**src/rtl/irq_controller_pkg.sv**
```systemverilog
// Shared constants and types for the six-source interrupt controller.
// Register word offsets are bus_addr[4:2].
package irq_controller_pkg;
  localparam logic [31:0] IRQ_BASE_DEFAULT = 32'h0000_7F40;
  localparam int          IRQ_NSRC         = 6;

  typedef enum logic [2:0] {
    IRQ_CTRL = 3'd0,
    IRQ_MASK = 3'd1,
    IRQ_MODE = 3'd2,
    IRQ_PEND = 3'd3,
    IRQ_SOFT = 3'd4,
    IRQ_ID   = 3'd5
  } irq_off_e;

  typedef struct packed {
    logic                gie;
    logic [IRQ_NSRC-1:0] mask;
    logic [IRQ_NSRC-1:0] mode;
  } irq_cfg_t;
endpackage

```
**src/rtl/irq_src_cell.sv**
```systemverilog
// Per-source state: input sample register and sticky edge-pending bit.
// The pending view selects between the edge latch and the sampled level.
module irq_src_cell (
  input  logic clk,
  input  logic reset,
  input  logic src,
  input  logic mode,
  input  logic clr,
  input  logic soft_set,
  input  logic mode_chg,
  output logic pend
);
  logic src_q, pend_e, rise;

  assign rise = src & ~src_q;

  // src_q resets high so a source held across reset does not look like an edge
  always_ff @(posedge clk) begin
    if (reset) begin
      src_q  <= 1'b1;
      pend_e <= 1'b0;
    end else begin
      src_q  <= src;
      pend_e <= (pend_e & ~(clr | mode_chg)) | (rise & mode) | soft_set;
    end
  end

  assign pend = mode ? pend_e : src_q;
endmodule

```
**src/rtl/irq_controller.sv**
```systemverilog
// Memory-mapped interrupt controller: decode, CTRL/MASK/MODE registers,
// lowest-index-first ID encoder, read mux and registered HWInt.
module irq_controller
  import irq_controller_pkg::*;
#(
  parameter logic [31:0] BASE_ADDR = IRQ_BASE_DEFAULT,
  parameter int          N_SRC     = IRQ_NSRC
) (
  input  logic              clk,
  input  logic              reset,
  input  logic [N_SRC-1:0]  src_irq,
  input  logic [31:0]       bus_addr,
  input  logic [31:0]       bus_wdata,
  input  logic [3:0]        bus_byteen,
  output logic [31:0]       bus_rdata,
  output logic [N_SRC-1:0]  HWInt
);
  irq_cfg_t         cfg;
  logic [2:0]       off;
  logic             sel, wr;
  logic [N_SRC-1:0] wd, clr, soft_set, mode_chg, pend, act;
  logic [7:0]       id;
  logic             unused_bits;

  assign off = bus_addr[4:2];
  assign sel = (bus_addr[31:5] == BASE_ADDR[31:5]) && (off <= 3'd5);
  assign wr  = sel && bus_byteen[0];
  assign wd  = bus_wdata[N_SRC-1:0];
  assign unused_bits = ^{bus_wdata[31:N_SRC], bus_byteen[3:1], bus_addr[1:0]};

  assign clr      = (wr && off == IRQ_PEND) ? wd : '0;
  assign soft_set = (wr && off == IRQ_SOFT) ? wd : '0;
  assign mode_chg = (wr && off == IRQ_MODE) ? (wd ^ cfg.mode) : '0;

  always_ff @(posedge clk) begin
    if (reset) begin
      cfg <= '0;
    end else if (wr) begin
      case (off)
        IRQ_CTRL: cfg.gie  <= bus_wdata[0];
        IRQ_MASK: cfg.mask <= wd;
        IRQ_MODE: cfg.mode <= wd;
        default: ;
      endcase
    end
  end

  irq_src_cell u_cell [N_SRC-1:0] (
    .clk      (clk),
    .reset    (reset),
    .src      (src_irq),
    .mode     (cfg.mode),
    .clr      (clr),
    .soft_set (soft_set),
    .mode_chg (mode_chg),
    .pend     (pend)
  );

  assign act = {N_SRC{cfg.gie}} & cfg.mask & pend;

  always_ff @(posedge clk) begin
    if (reset) HWInt <= '0;
    else       HWInt <= act;
  end

  // Scan high to low so the lowest active index wins
  always_comb begin
    id = '0;
    for (int i = N_SRC - 1; i >= 0; i--)
      if (act[i]) id = 8'(i + 1);
  end

  always_comb begin
    bus_rdata = '0;
    if (sel) begin
      case (off)
        IRQ_CTRL: bus_rdata[0]         = cfg.gie;
        IRQ_MASK: bus_rdata[N_SRC-1:0] = cfg.mask;
        IRQ_MODE: bus_rdata[N_SRC-1:0] = cfg.mode;
        IRQ_PEND: bus_rdata[N_SRC-1:0] = pend;
        IRQ_ID:   bus_rdata[7:0]       = id;
        default:  bus_rdata            = '0;
      endcase
    end
  end
endmodule

```
**config.mk**
```make
export PLATFORM = sky130hd
export DESIGN_NAME = irq_controller
export DESIGN_NICKNAME = d
export VERILOG_FILES = /design/src/rtl/irq_controller_pkg.sv /design/src/rtl/irq_src_cell.sv /design/src/rtl/irq_controller.sv
export SDC_FILE = /design/constraint.sdc
export NUM_CORES = 1
export LEC_CHECK = 0
export ABC_AREA = 1
export BUFFER_PORTS_ARGS = -buffer_cell sky130_fd_sc_hd__buf_2
export CAP_MARGIN = 25
export CORE_ASPECT_RATIO = 0.6
export CORE_MARGIN = 2
export CORE_UTILIZATION = 38
export CTS_CLUSTER_SIZE = 12
export DETAILED_ROUTE_END_ITERATION = 10
export PLACE_DENSITY = 0.71
export SYNTH_ARGS = -nofsm -noshare
export SYNTH_HDL_FRONTEND = slang
export SYNTH_SLANG_ARGS = --single-unit
```
**constraint.sdc**
```tcl
create_clock -name clk -period 2.2 [get_ports clk]
set_input_delay 0.55 -clock clk [delete_from_list [all_inputs] [get_ports clk]]
set_output_delay 0.55 -clock clk [all_outputs]
set_load 0.05 [all_outputs]
```
==> summary.txt <==
Power
  – Pleak: 1.30 nW
  – Maximum vdd drop: 0.323 mV
  – Power density over the cells: 449 mW/mm2

Floorplanning
  – Starting density of the core: 0.390
  – Core ar.: 0.00498 mm2
  – Horizontal die dimension: 96.3 um
  – Die height: 59.4 um
  – Die area: 0.00571 mm2
  – Cell row count: 20
  – IO Count: 114

Layout
  – Count of filler cells inserted in the layout: 459
  – Final core occ: 0.572
  – Area Growth Syn to Fin: 46.8%
  – Nets: 444
  – Count of inserted antenna diode cells: 0
  – Fraction of layout cells with a size suffix above 1: 0.463
  – Final design area excluding fillers: 0.00285 mm2
  – Fin cells: 433

Logic synthesis
  – Syn_area_per_cell: 6.83 um2
  – Yosys warns: 0
  – Ys async rst share: 0
  – Count leader, synth: sky130_fd_sc_hd__nand2_1
  – Top flip-flop cell by instance count after synthesis: sky130_fd_sc_hd__dfxtp_1
  – Number of library cell types mapped by synthesis: 26
  – Syn Std Cell Area: 0.00194 mm2
  – Most frequent cells after synthesis: sky130_fd_sc_hd__nand2_1 (44), sky130_fd_sc_hd__inv_1 (32), sky130_fd_sc_hd__dfxtp_1 (31), sky130_fd_sc_hd__buf_4 (28), sky130_fd_sc_hd__nor2_1 (26)
  – Post-synth top area share: 0.320
  – Number of synthesized flops with an enable pin: 0
  – Count of mapped cells out of synthesis: 284
  – Register bit count reported by yosys: 31
  – Sequential cell area fraction in the yosys report: 0.320
  – Leading cell types by total area after synthesis: sky130_fd_sc_hd__dfxtp_1 (32%), sky130_fd_sc_hd__buf_4 (11%), sky130_fd_sc_hd__nand2_1 (8.5%)
  – Most area-hungry cell type in the Yosys netlist: sky130_fd_sc_hd__dfxtp_1

STA
  – Final hold violation count: 0
  – Layout Skew: 4.37 ps
  – RSZ-0062 raised after global routing: true
  – Count of final max-slew check failures: 0
  – Final setup fails: 6
  – Min Tclk post-route: 2380 ps
  – Final worst setup slack: -180 ps
  – Hold slack: 457 ps
  – Highest attainable clock frequency: 420 MHz
  – Final Cycle Share: 1.08

Global routing
  – Vias in the first global route: 1,938
  – First-pass GRT wire length: 8780 um
  – Number of antenna violations at the first check in global routing: 0
  – Grt ovf: 0
  – Pin count of the biggest net entering global routing: 21
  – Total routing resource utilization after global routing: 0.206

Min path
  – Count of cells along the worst hold path: 2
  – Hold wc startpoint: src_irq[2]
  – Worst Hold End: u_cell[2].src_q$_SDFF_PP1_
  – Hold crit path type: input pin to register

Clocking
  – Number of buffers added to fix hold violations after cts: 0
  – Deepest level of the CTS H-tree: 2
  – CTS tree: done
  – Root cell of the clock tree: sky130_fd_sc_hd__clkbuf_8
  – Clock latency reported for the late side of the worst-skew pair: 290 ps
  – Clock buffer count from CTS: 5
  – Clock edge transition at the registers on the reported setup and hold paths: 60 ps
  – Bufs on Longest Clock Path: 2
  – CTS sink cnt: 31

Worst setup path
  – R2R setup slack: 1000 ps
  – Crit-path max FO: 5
  – Endpoint class of the critical path: output port
  – CP Data Arrival Time: 1830 ps
  – Setup crit start: bus_addr[29]
  – Origin of the critical flop-to-flop path: u_cell[4].src_q$_SDFF_PP1_
  – Type of origin of the critical path: input pin
  – Required time at the worst-slack endpoint: 1650 ps
  – Kind of critical path: input pin to output port
  – Reg-to-reg endpoint: HWInt[4]$_SDFF_PP0_
  – R2R cell count: 7

Route
  – Average routed wire per standard cell: 14.0 um
  – DR pass1 iterations: 7
  – Number of design rule violations left after detail routing: 0
  – Detailed-route vias per instance: 4.91
  – Number of antenna-violating nets in the routed design: 0
  – Final wirelength: 6050 um
  – DRC violation total after the first TritonRoute iteration: 119
  – Vias: 2,126

Placed design
  – Cells after DPL: 419
  – Half-perimeter wire length after detailed placement: 3930 um
  – Placed cell areas: 0.00244 mm2
  – Number of buffers added on ports: 56
  – Post-placement setup slack: -234 ps
  – Routability congestion estimate from global placement: 0.884

Outcome
  – Result of the run: finished, violations left
  – Failing checks: negative setup slack

Job
  – Number of violations of the max-capacitance limit: 0
[state kept, by name, summed over array words and instances (netlist names)]
| name | flops |
|---|---|
| HWInt | 6 |
| u_cell.src_q | 6 |
| cfg | 13 |
| u_cell.pend_e | 6 |
[how the worst max path moves through the flow]
stage / to / slack [ps] / cells past startpoint
after floorplan: bus_rdata[3] / -4 / 9
after global placement: bus_rdata[3] / -190 / 9
after detailed placement: bus_rdata[1] / -230 / 9
after CTS: bus_rdata[3] / -110 / 9
after global routing: bus_rdata[3] / -220 / 9
final: bus_rdata[3] / -180 / 9
[routing by layer]
metal / wire (um) / part of all wire / track usage / vias to the layer above
met5: 0 / 0 / 0 / -
met4: 128 / 0.021 / 0.0776 / 0
met3: 470 / 0.078 / 0.0496 / 16
met2: 2820 / 0.47 / 0.332 / 97
met1: 2630 / 0.43 / 0.269 / 967
li1: - / - / - / 1046
[what timing repair did]
action / CTS / global route
resized for setup: 43 / 48
pin swaps: 10 / 35
buffers inserted: 1 / 7
endpoints found under the setup margin: 6 / 6
[cells by family after synthesis]
logic type,after synthesis,share of synthesized area
AO/OA/AOI/OAI,50,0.146
XOR/XNOR,6,0.0271
buffers and inverters,71,0.201
flip-flops,31,0.320
other,1,0.00193
AND/OR/NAND/NOR,125,0.305
[layout by cell type, fill, tap and decap left out, drive strengths merged]
cell type	netlist	layout
buf	32	89
nand2	46	46
inv	33	33
dfxtp	31	31
nor2	29	29
conb	1	26
nand3	23	23
a21oi	23	23
o21ai	20	20
nand4	19	19
clkbuf	6	7
xor2	6	6
or2	6	6
a31oi	3	3
a22o	2	2
nor3	1	1
nand2b	1	1
a221oi	1	1
a211oi	1	1
[power breakdown]
group | internal, mW | leakage (nW) | switching [mW]
Combinational | 0.0871 | 1.00 | 0.196
Sequential | 0.565 | 0.255 | 0.00153
Clock | 0.211 | 0.0371 | 0.218
[metrics by stage]
stage	TNS (ps)	power, mW
after floorplan	-11.9	0.772
after detailed placement	-1210	0.816
after CTS	-389	1.24
after global placement	-1070	0.813
final	-820	1.28
after global routing	-1020	1.31
[critical path: stages]
cell	delay (ps)
sky130_fd_sc_hd__buf_6	100
sky130_fd_sc_hd__nor2_4	100
sky130_fd_sc_hd__nand2_1	80
sky130_fd_sc_hd__nor2_1	160
sky130_fd_sc_hd__nand2_1	110
sky130_fd_sc_hd__nor2_4	150
sky130_fd_sc_hd__nand3_4	190
sky130_fd_sc_hd__a31oi_4	220
sky130_fd_sc_hd__buf_6	180
[area by class of cell]
type	instances	area [um2]	share of cell area
Inverter	33	131	0.0461
Tap cell	66	82.6	0.0290
Multi-Input combinational cell	207	1260	0.444
Clock buffer	6	72.6	0.0255
Sequential cell	31	637	0.224
Timing Repair Buffer	90	661	0.232
(Power assumes the default switching activity.)
